==> src/rtl/key_loader.sv <==
// One-time-programmable serial key loader: shifts a key in LSB first, checks it,
// and commits it once into a hold register. Optional parity check: KEY_LOADER_PARITY_EN.
module key_loader #(
    parameter int KEY_WIDTH = 3,
    parameter int CNT_W     = $clog2(KEY_WIDTH + 2)
) (
    input  logic                 clk,
    input  logic                 rst,
    input  logic                 key_start,
    input  logic                 key_sdi,
    input  logic                 key_valid,
    output logic [KEY_WIDTH-1:0] key,
    output logic                 key_ok,
    output logic                 key_err,
    output logic                 busy
);

`ifdef KEY_LOADER_PARITY_EN
    localparam int FRAME_LEN = KEY_WIDTH + 1;
`else
    localparam int FRAME_LEN = KEY_WIDTH;
`endif

    typedef enum logic [1:0] {
        IDLE,
        SHIFT,
        CHECK,
        LOCKED
    } state_t;

    state_t                 state_q, state_d;
    logic [FRAME_LEN-1:0]   sreg_q, sreg_d;
    logic [CNT_W-1:0]       cnt_q, cnt_d;
    logic [KEY_WIDTH-1:0]   key_q, key_d;
    logic                   key_ok_q, key_ok_d;
    logic                   key_err_q, key_err_d;
    logic                   busy_q;
    logic                   frame_good;

`ifdef KEY_LOADER_PARITY_EN
    // Even parity: the key bits and the trailing parity bit XOR to zero.
    assign frame_good = ~(^sreg_q);
`else
    assign frame_good = 1'b1;
`endif

    always_comb begin
        // NOTE: every signal gets its hold value first so no path leaves it unassigned (no latches).
        state_d   = state_q;
        sreg_d    = sreg_q;
        cnt_d     = cnt_q;
        key_d     = key_q;
        key_ok_d  = key_ok_q;
        key_err_d = key_err_q;

        case (state_q)
            IDLE: begin
                if (key_start) begin
                    state_d   = SHIFT;
                    sreg_d    = '0;
                    cnt_d     = '0;
                    key_err_d = 1'b0;
                end
            end
            SHIFT: begin
                if (key_start) begin
                    sreg_d = '0;
                    cnt_d  = '0;
                end else if (key_valid) begin
                    for (int i = 0; i < FRAME_LEN; i++) begin
                        if (cnt_q == CNT_W'(i)) sreg_d[i] = key_sdi;
                    end
                    cnt_d = cnt_q + CNT_W'(1);
                    if (cnt_q == CNT_W'(FRAME_LEN - 1)) state_d = CHECK;
                end
            end
            CHECK: begin
                if (frame_good) begin
                    key_d    = sreg_q[KEY_WIDTH-1:0];
                    key_ok_d = 1'b1;
                    state_d  = LOCKED;
                end else begin
                    key_err_d = 1'b1;
                    state_d   = IDLE;
                end
            end
            LOCKED: begin
                state_d = LOCKED;
            end
            default: state_d = IDLE;
        endcase
    end

    // busy is registered from the next state so it tracks SHIFT/CHECK with no input-to-output path.
    always_ff @(posedge clk) begin
        // NOTE: sequential state uses non-blocking assignments so all flops update from pre-edge values.
        if (rst) begin
            state_q   <= IDLE;
            sreg_q    <= '0;
            cnt_q     <= '0;
            key_q     <= '0;
            key_ok_q  <= 1'b0;
            key_err_q <= 1'b0;
            busy_q    <= 1'b0;
        end else begin
            state_q   <= state_d;
            sreg_q    <= sreg_d;
            cnt_q     <= cnt_d;
            key_q     <= key_d;
            key_ok_q  <= key_ok_d;
            key_err_q <= key_err_d;
            busy_q    <= (state_d == SHIFT) || (state_d == CHECK);
        end
    end

    assign key     = key_q;
    assign key_ok  = key_ok_q;
    assign key_err = key_err_q;
    assign busy    = busy_q;

endmodule

==> config.mk <==
export PLATFORM = sky130hd
export DESIGN_NAME = key_loader
export DESIGN_NICKNAME = d
export VERILOG_FILES = /design/src/rtl/key_loader.sv
export SDC_FILE = /design/constraint.sdc
export NUM_CORES = 1
export LEC_CHECK = 0
export CAP_MARGIN = 25
export CORE_MARGIN = 3
export CORE_UTILIZATION = 44
export DETAILED_ROUTE_END_ITERATION = 10
export MAX_ROUTING_LAYER = met4
export PLACE_DENSITY = 0.71
export SYNTH_ARGS = -nofsm -noshare
export SYNTH_HDL_FRONTEND = slang
export SYNTH_SLANG_ARGS = --single-unit
export TNS_END_PERCENT = 20
==> constraint.sdc <==
create_clock -name clk -period 1.1 [get_ports clk]
set_input_delay 0.22 -clock clk [delete_from_list [all_inputs] [get_ports clk]]
set_output_delay 0.22 -clock clk [all_outputs]
set_load 0.02 [all_outputs]
Word level (Yosys, flattened, before mapping)
Index checks and enable logic that the tools add are counted.
{"block": "word_totals", "wordCells": 45, "ff_bits": 13}
{"block": "classes", "n_mux": 15, "n_reduce_logical": 9, "eq_ne": 12, "add_sub_neg": 1}
{"operator": "3-bit 2-to-1 mux", "n": 5}
{"operator": "3-bit inequality test, second input constant", "n": 4}
{"operator": "3-bit case mux with 2 select lines", "n": 2}
{"operator": "4-bit AND reduction", "n": 3}
{"operator": "2-bit 2-to-1 mux", "n": 4}
{"operator": "2-bit == test, second input constant", "n": 3}
{"operator": "2-bit case mux with 3 select lines", "n": 1}
{"operator": "2-bit by 1-bit == test with 1-bit output, second input constant", "n": 2}
{"operator": "3-bit by 1-bit adder with 3-bit output, second input constant", "n": 1}
{"operator": "3-bit by 1-bit == test with 1-bit output, second input constant", "n": 1}
{"operator": "3-bit by 2-bit == test with 1-bit output, second input constant", "n": 1}
{"operator": "3-bit logical NOT", "n": 1}
{"operator": "1-bit 2-to-1 mux", "n": 3}
{"operator": "3-bit AND reduction", "n": 1}
{"operator": "2-bit logical NOT", "n": 1}
{"operator": "2-bit inequality test, second input constant", "n": 1}
{"operator": "2-bit nonzero test", "n": 1}
{"operator": "2-bit OR reduction", "n": 1}
{"operator": "1-bit logical OR", "n": 1}

Longest topological paths before layout
Gate-level depths: netlist of the first run.
{"block": "depth", "word_depth": 7, "depth_mapped": 5, "mapped_depth_nobuf": 5}

Least setup slack after synthesis of the first run
OpenSTA, ideal clock, no wires.
{"block": "synth_timing", "path_type": "register to register", "from": "register cnt_q[0]", "to": "register state_q[1]", "setup_time_ps": 115, "required_ps": 985, "path_stages_with_launch": 6, "slack_ps": 23, "arrival_ps": 961, "period_less_slack_ps": 1077, "path_buffers": 0, "path_cell_list": "dfxtp_1 inv_1 ha_1 nand4b_1 nor2_1 o21ba_2"}
{"block": "synth_between", "elab_chain_len": 5}
{"element": "start: declaration", "line": "33", "rtl": "logic [CNT_W-1:0] cnt_q, cnt_d;"}
{"element": "start signal: assignment", "line": "108", "rtl": "cnt_q <= cnt_d;"}
{"element": "3-bit by 2-bit == test with 1-bit output", "line": "74", "rtl": "if (cnt_q == CNT_W'(FRAME_LEN - 1)) state_d = CHECK;"}
{"element": "2-bit 2-to-1 mux", "line": "74"}
{"element": "2-bit 2-to-1 mux", "line": "69", "rtl": "end else if (key_valid) begin"}
{"element": "2-bit 2-to-1 mux", "line": "66", "rtl": "if (key_start) begin"}
{"element": "2-bit case mux with 3 select lines", "line": "56", "rtl": "case (state_q)"}
{"element": "end signal: assignment", "line": "106", "rtl": "state_q <= state_d;"}
{"element": "end: declaration", "line": "31", "rtl": "state_t state_q, state_d;"}
No other way between the ends.
A chain may end at the register's enable or synchronous reset.

Worst setup path in the final report of the first run
{"block": "layout_timing", "from": "input key_valid", "to": "register sreg_q[2]"}
{"block": "layout_between", "elab_chain_len": 2}
{"element": "start: declaration", "line": "11", "rtl": "input logic key_valid,"}
{"element": "3-bit inequality test (no source line)"}
{"element": "4-bit AND reduction (no source line)"}
{"element": "end signal: assignment", "line": "107", "rtl": "sreg_q <= sreg_d;"}
{"element": "end: declaration", "line": "32", "rtl": "logic [FRAME_LEN-1:0] sreg_q, sreg_d;"}
No other way between the ends.

==> results of run 1 <==
flip-flops by register name, indices dropped and copies added, names as in the netlist:
register / count
busy: 1
state_q: 2
key_ok: 1
sreg_q: 3
key: 3
cnt_q: 3
cells in the mapped netlist:
cell type  instances  share of area (%)
mux2i_1            3                4.9
ha_1               4                8.1
nand4b_1           4                5.7
nand2_1            1               0.61
and2b_1            1                1.2
nor3_1             2                1.6
and3b_1            3                4.3
clkbuf_1           1               0.61
buf_4              1                1.2
a31oi_1            4                4.1
nand4_1            3                3.0
dfxtp_1           13                 42
o21ai_1            3                2.4
nor2_1             8                4.9
a21oi_1            5                4.1
o21ba_2            1                1.6
buf_2              3                2.4
o21ai_0            4                3.3
conb_1             1               0.61
nor2_4             1                1.8
inv_1              2                1.2
cell usage in the layout (no fill, tap or decap), drive strengths merged:
master / count
and2b: 1
buf: 15
nor2: 9
dfxtp: 13
a31oi: 4
nand2: 1
ha: 4
clkbuf: 4
nand4: 3
mux2i: 3
clkdlybuf4s50: 2
o21ai: 7
and3b: 3
o21ba: 1
conb: 1
inv: 2
nand4b: 4
a21oi: 5
nor3: 2
dlymetal6s2s: 2
power breakdown:
group | switching (W) | internal [W]
registers | 0.00000766 | 0.000478
logic | 0.0000437 | 0.0000423
clock network | 0.000160 | 0.000141
metal layers:
layer	routed length [um]	vias up
met5	0	-
met4	40	0
met3	76	5
met2	559	16
met1	602	229
li1	-	276
timing repair:
item	4_1_cts	5_1_grt
endpoints found under the hold margin	0	0
cloned	0	0
endpoints found under the setup margin	8	12
setup buffers	1	1
pin swaps	2	3
resized for setup	21	10
hold buffers	0	0
stage by stage:
stage / TNS, ns / setup slack, ns
6_report: 0 / 0.00588
5_1_grt: -0.178 / -0.0570
4_1_cts: 0 / 0.00178
3_5_place_dp: -2.35 / -0.307
3_3_place_gp: -2.19 / -0.277
2_1_floorplan: 0 / 0.0233
final cells by class:
class	count	area, um^2
Clock buffer	4	26.3
Fill cell	113	413
Inverter	2	7.51
Multi-Input combinational cell	48	328
Sequential cell	13	264
Tap cell	14	17.5
Timing Repair Buffer	19	145
path summary, 6_finish.rpt:
path / start / end / slack (ns)
setup / recovery: key_valid / sreg_q[2] / 0.006
hold / removal: key_start / busy / 0.36
setup reg to reg: cnt_q[0] / sreg_q[2] / 0.03
hold reg to reg: key_ok / key_ok / 0.47
worst register-to-register path, delay by kind of cell, from the launching register on:
kind            cells  cell delay (ns)
compound gates      1             0.11
flops               1             0.33
buf+inv             2             0.24
fa+ha+maj           1             0.17
simple gates        1             0.15
kinds of logic (layout without fill, tap and decap cells):
group / Yosys count / in the layout / synth area share, %
flip-flops: 13 / 13 / 42.3
AND/OR/NAND/NOR: 23 / 23 / 23.2
AO/OA/AOI/OAI: 17 / 17 / 15.4
multiplexers: 3 / 3 / 4.88
buffers and inverters: 7 / 25 / 5.49
adder cells (fa/ha/maj): 4 / 4 / 8.13
other: 1 / 1 / 0.609
==> impl_metrics.ini, run 1 <==
[timing]
max_freq_ghz = 0.914
whs_ns = 0.360
rsz0062_at_grt = true
hold_viol = 0
fin_crit_sh_pct = 99.5
slew_violations = 0
layout_min_cycle_time_ns = 1.09
clock_skew_ns = 0.00386
setup_violations = 0

[global_routing]
gr-usage-met1_pct = 20.1
top_usage_layer = met2
first_global_vias = 447
antenna_found_initial = 0
grt_max_degree = 10
use_met3_pct = 7.47
grt_overflow = 0
track_usage_pct = 17.0
grt_pass1_wl_mm = 2.16
grt_use_met2_pct = 23.0

[floorplan]
core_region_area_mm2 = 0.00120
rows = 12
die_w_um = 43.4
initial_core_util_pct = 51.2
die-area_mm2 = 0.00188
num_io_pins = 11
die_y_um = 43.4

[detailed_routing]
via_count = 526
drc_errors = 0
vias_per_cell = 5.26
drtIter0Drc = 7
wl_per_cell_um = 12.8
firstDrtPassIters = 4
drtAntennaViolNets = 0
drt_wl_total_mm = 1.28

[yosys]
avgSynthCellArea_um2 = 9.05
yosysUniqueCellTypes = 21
synth_area_um2 = 616
syn_nets = 77
ys_seq_area_share_pct = 42.3
netlist_instances = 68
synth.ff_latch_count = 13
ys_warn_count = 0

[layout]
layout.nets = 96
drive_above_1_share_pct = 31.4
syn2layout_area_growth_pct = 28.0
num_antenna_cells = 0
finalInstanceArea_um2 = 788
final_cell_count_no_fill = 100
utilization_pct = 65.6

[setup_path]
path_class = in -> reg
cp-end-kind = flop
critPathLaunchType = input pin
required_ns = 1.32
arrival_ns = 1.31
critical_path_depth = 4
timing.critical_path.buf_inv = 2
crit_chain = clkdlybuf4s50_1 -> nand4b_1 -> buf_4 -> o21ai_1
path_delay_family = buffers and inverters
slowest_stage = clkdlybuf4s50_1
cp_slowest_stage_delay_ns = 0.61
reg2reg_depth = 5
path_max_fanout = 8

[run]
drv_cap = 0

[clocking]
cts_htree_levels = 1
clock_sinks = 13
clk_latency_ns = 0.28
clkSlewWorstSetupHoldPaths_ns = 0.07
cts.path.max_buffers = 2
cts_tree = yes
ctsRootBufferMaster = clkbuf_4
cts_made_buffers = 3

[pwr]
ir_drop_uv = 862
power.density_mw_per_mm2 = 1110
total_leakage_power_nw = 0.339
finalPower_w = 0.000873

[outcome]
outcome = finished clean

[place]
gp_congestion = 0.781
postPlaceCellArea_um2 = 757
dp.cells = 94
io_buffers = 9
hpwl_um = 885

[hold_path]
min_path_cells = 3
hold_class = in -> reg
Power figures use the tool's default switching activity.
==> inputs of run 2 (changes only) <==
--- a/config.mk
+++ b/config.mk
@@ -8,6 +8,7 @@
 export CAP_MARGIN = 25
 export CORE_MARGIN = 3
 export CORE_UTILIZATION = 44
+export CTS_CLUSTER_DIAMETER = 60
 export DETAILED_ROUTE_END_ITERATION = 10
 export MAX_ROUTING_LAYER = met4
 export PLACE_DENSITY = 0.71
==> constraint.sdc (replaced) <==
create_clock -name clk -period 1.1 [get_ports clk]
set_input_delay 0.11 -clock clk [delete_from_list [all_inputs] [get_ports clk]]
set_output_delay 0.11 -clock clk [all_outputs]
set_load 0.02 [all_outputs]
==> impl_metrics.ini, run 2 (synthesis results as in run 1) <==
[clocking]
cts.path.max_buffers = 2
ctsRootBufferMaster = clkbuf_4
clock_sinks = 13
clk_latency_ns = 0.28
cts_made_buffers = 3
clkSlewWorstSetupHoldPaths_ns = 0.08
cts_htree_levels = 1
cts_tree = yes

[detailed_routing]
wl_per_cell_um = 12.4
drtIter0Drc = 11
drt_wl_total_mm = 1.23
drtAntennaViolNets = 0
drc_errors = 0
firstDrtPassIters = 4
via_count = 518
vias_per_cell = 5.23

[layout]
finalInstanceArea_um2 = 812
num_antenna_cells = 0
final_cell_mix = dfxtp_1, buf_4, nor2_1
final_cell_count_no_fill = 99
drive_above_1_share_pct = 25.9
syn2layout_area_growth_pct = 31.9
final_common_cell = dfxtp_1
layout.nets = 95
utilization_pct = 67.6

[timing]
clock_skew_ns = 0.00448
fin_crit_sh_pct = 99.1
hold_viol = 0
whs_ns = 0.472
rsz0062_at_grt = true
setup_violations = 0
slew_violations = 0
max_freq_ghz = 0.917
layout_min_cycle_time_ns = 1.09

[setup_path]
path_max_fanout = 3
slowest_stage = dfxtp_2
arrival_ns = 1.26
cp-end-kind = flop
cp_slowest_stage_delay_ns = 0.33
timing.critical_path.buf_inv = 1
r2r_slack_ns = 0.01
reg2reg_depth = 5
crit_chain = inv_2 -> ha_4 -> nand4b_1 -> a31oi_1 -> o21ai_1
path_delay_family = flip-flops
r2r_end = sreg_q[2]
required_ns = 1.27
worstReg2RegStart = cnt_q[0]
critPathLaunchType = flop
path_class = reg -> reg

[place]
dp.cells = 94
postPlaceCellArea_um2 = 757
gp_congestion = 0.781
hpwl_um = 885
io_buffers = 9

[hold_path]
hold_class = reg -> reg
min_path_cells = 2
hold_end = key_ok
hp-start = key_ok

[global_routing]
first_global_vias = 443
grt_overflow = 0
grt_max_degree = 10
grt_pass1_wl_mm = 2.10
antenna_found_initial = 0
track_usage_pct = 16.5

[pwr]
ir_drop_uv = 860
total_leakage_power_nw = 0.317
power.density_mw_per_mm2 = 1070

[floorplan]
initial_core_util_pct = 51.2
core_region_area_mm2 = 0.00120
die-area_mm2 = 0.00188
die_y_um = 43.4
num_io_pins = 11
rows = 12
die_w_um = 43.4

[outcome]
outcome = finished clean

[run]
drv_cap = 0
[run 2: per-stage QoR]
step	TNS (ns)	power, W	worst slack (ns)
CTS	-0.0118	0.000881	-0.0113
floorplan	0	0.000537	0.0233
detailed placement	-1.07	0.000579	-0.197
global route	-0.198	0.000922	-0.0844
finish	0	0.000867	0.00962
global placement	-1.01	0.000579	-0.167
[run 2: cell type report]
class,count,area [um^2]
clock buffers,4,26.3
fillers,111,389
inverters,2,7.51
multi-input cells,48,338
flip-flops and latches,13,267
well taps,14,17.5
repair buffers,18,156
[run 2: worst max path at each step]
stage / cells after the start / from / endpoint / slack (ns)
2_1_floorplan: 5 / cnt_q[0] / state_q[1] / 0.02
3_3_place_gp: 4 / key_start / sreg_q[0] / -0.17
3_5_place_dp: 4 / key_valid / sreg_q[2] / -0.20
4_1_cts: 5 / cnt_q[0] / state_q[1] / -0.01
5_1_grt: 5 / cnt_q[0] / sreg_q[2] / -0.08
6_report: 5 / cnt_q[0] / sreg_q[2] / 0.01
[run 2: layer usage]
metal | track usage [%] | wire length (um) | up-vias
met2 | 21.8 | 563 | 8
met1 | 19.8 | 566 | 231
met3 | 7.47 | 55 | 5
met4 | 10.8 | 40 | 0
li1 | - | - | 274
met5 | - | 0 | -
[run 2: tightest hold or removal path: stages (launching register included)]
cell and delay (ns):
dfxtp_1 0.33, nor2_1 0.05, nor2_1 0.07
[run 2: where the power goes]
group           total, W  leakage (nW)  internal (W)  switching [W]
Combinational  0.0000854         0.195     0.0000427      0.0000427
Clock           0.000299        0.0150      0.000141       0.000158
Sequential      0.000483         0.107      0.000475     0.00000769
Total           0.000867         0.317      0.000659       0.000208
[run 2: timing repair]
action,4_1_cts,5_1_grt
setup buffers,0,1
pin swaps,2,5
gates resized for setup,6,15
endpoints found under the setup margin,8,15
endpoints found under the hold margin,0,0
hold buffers,0,0
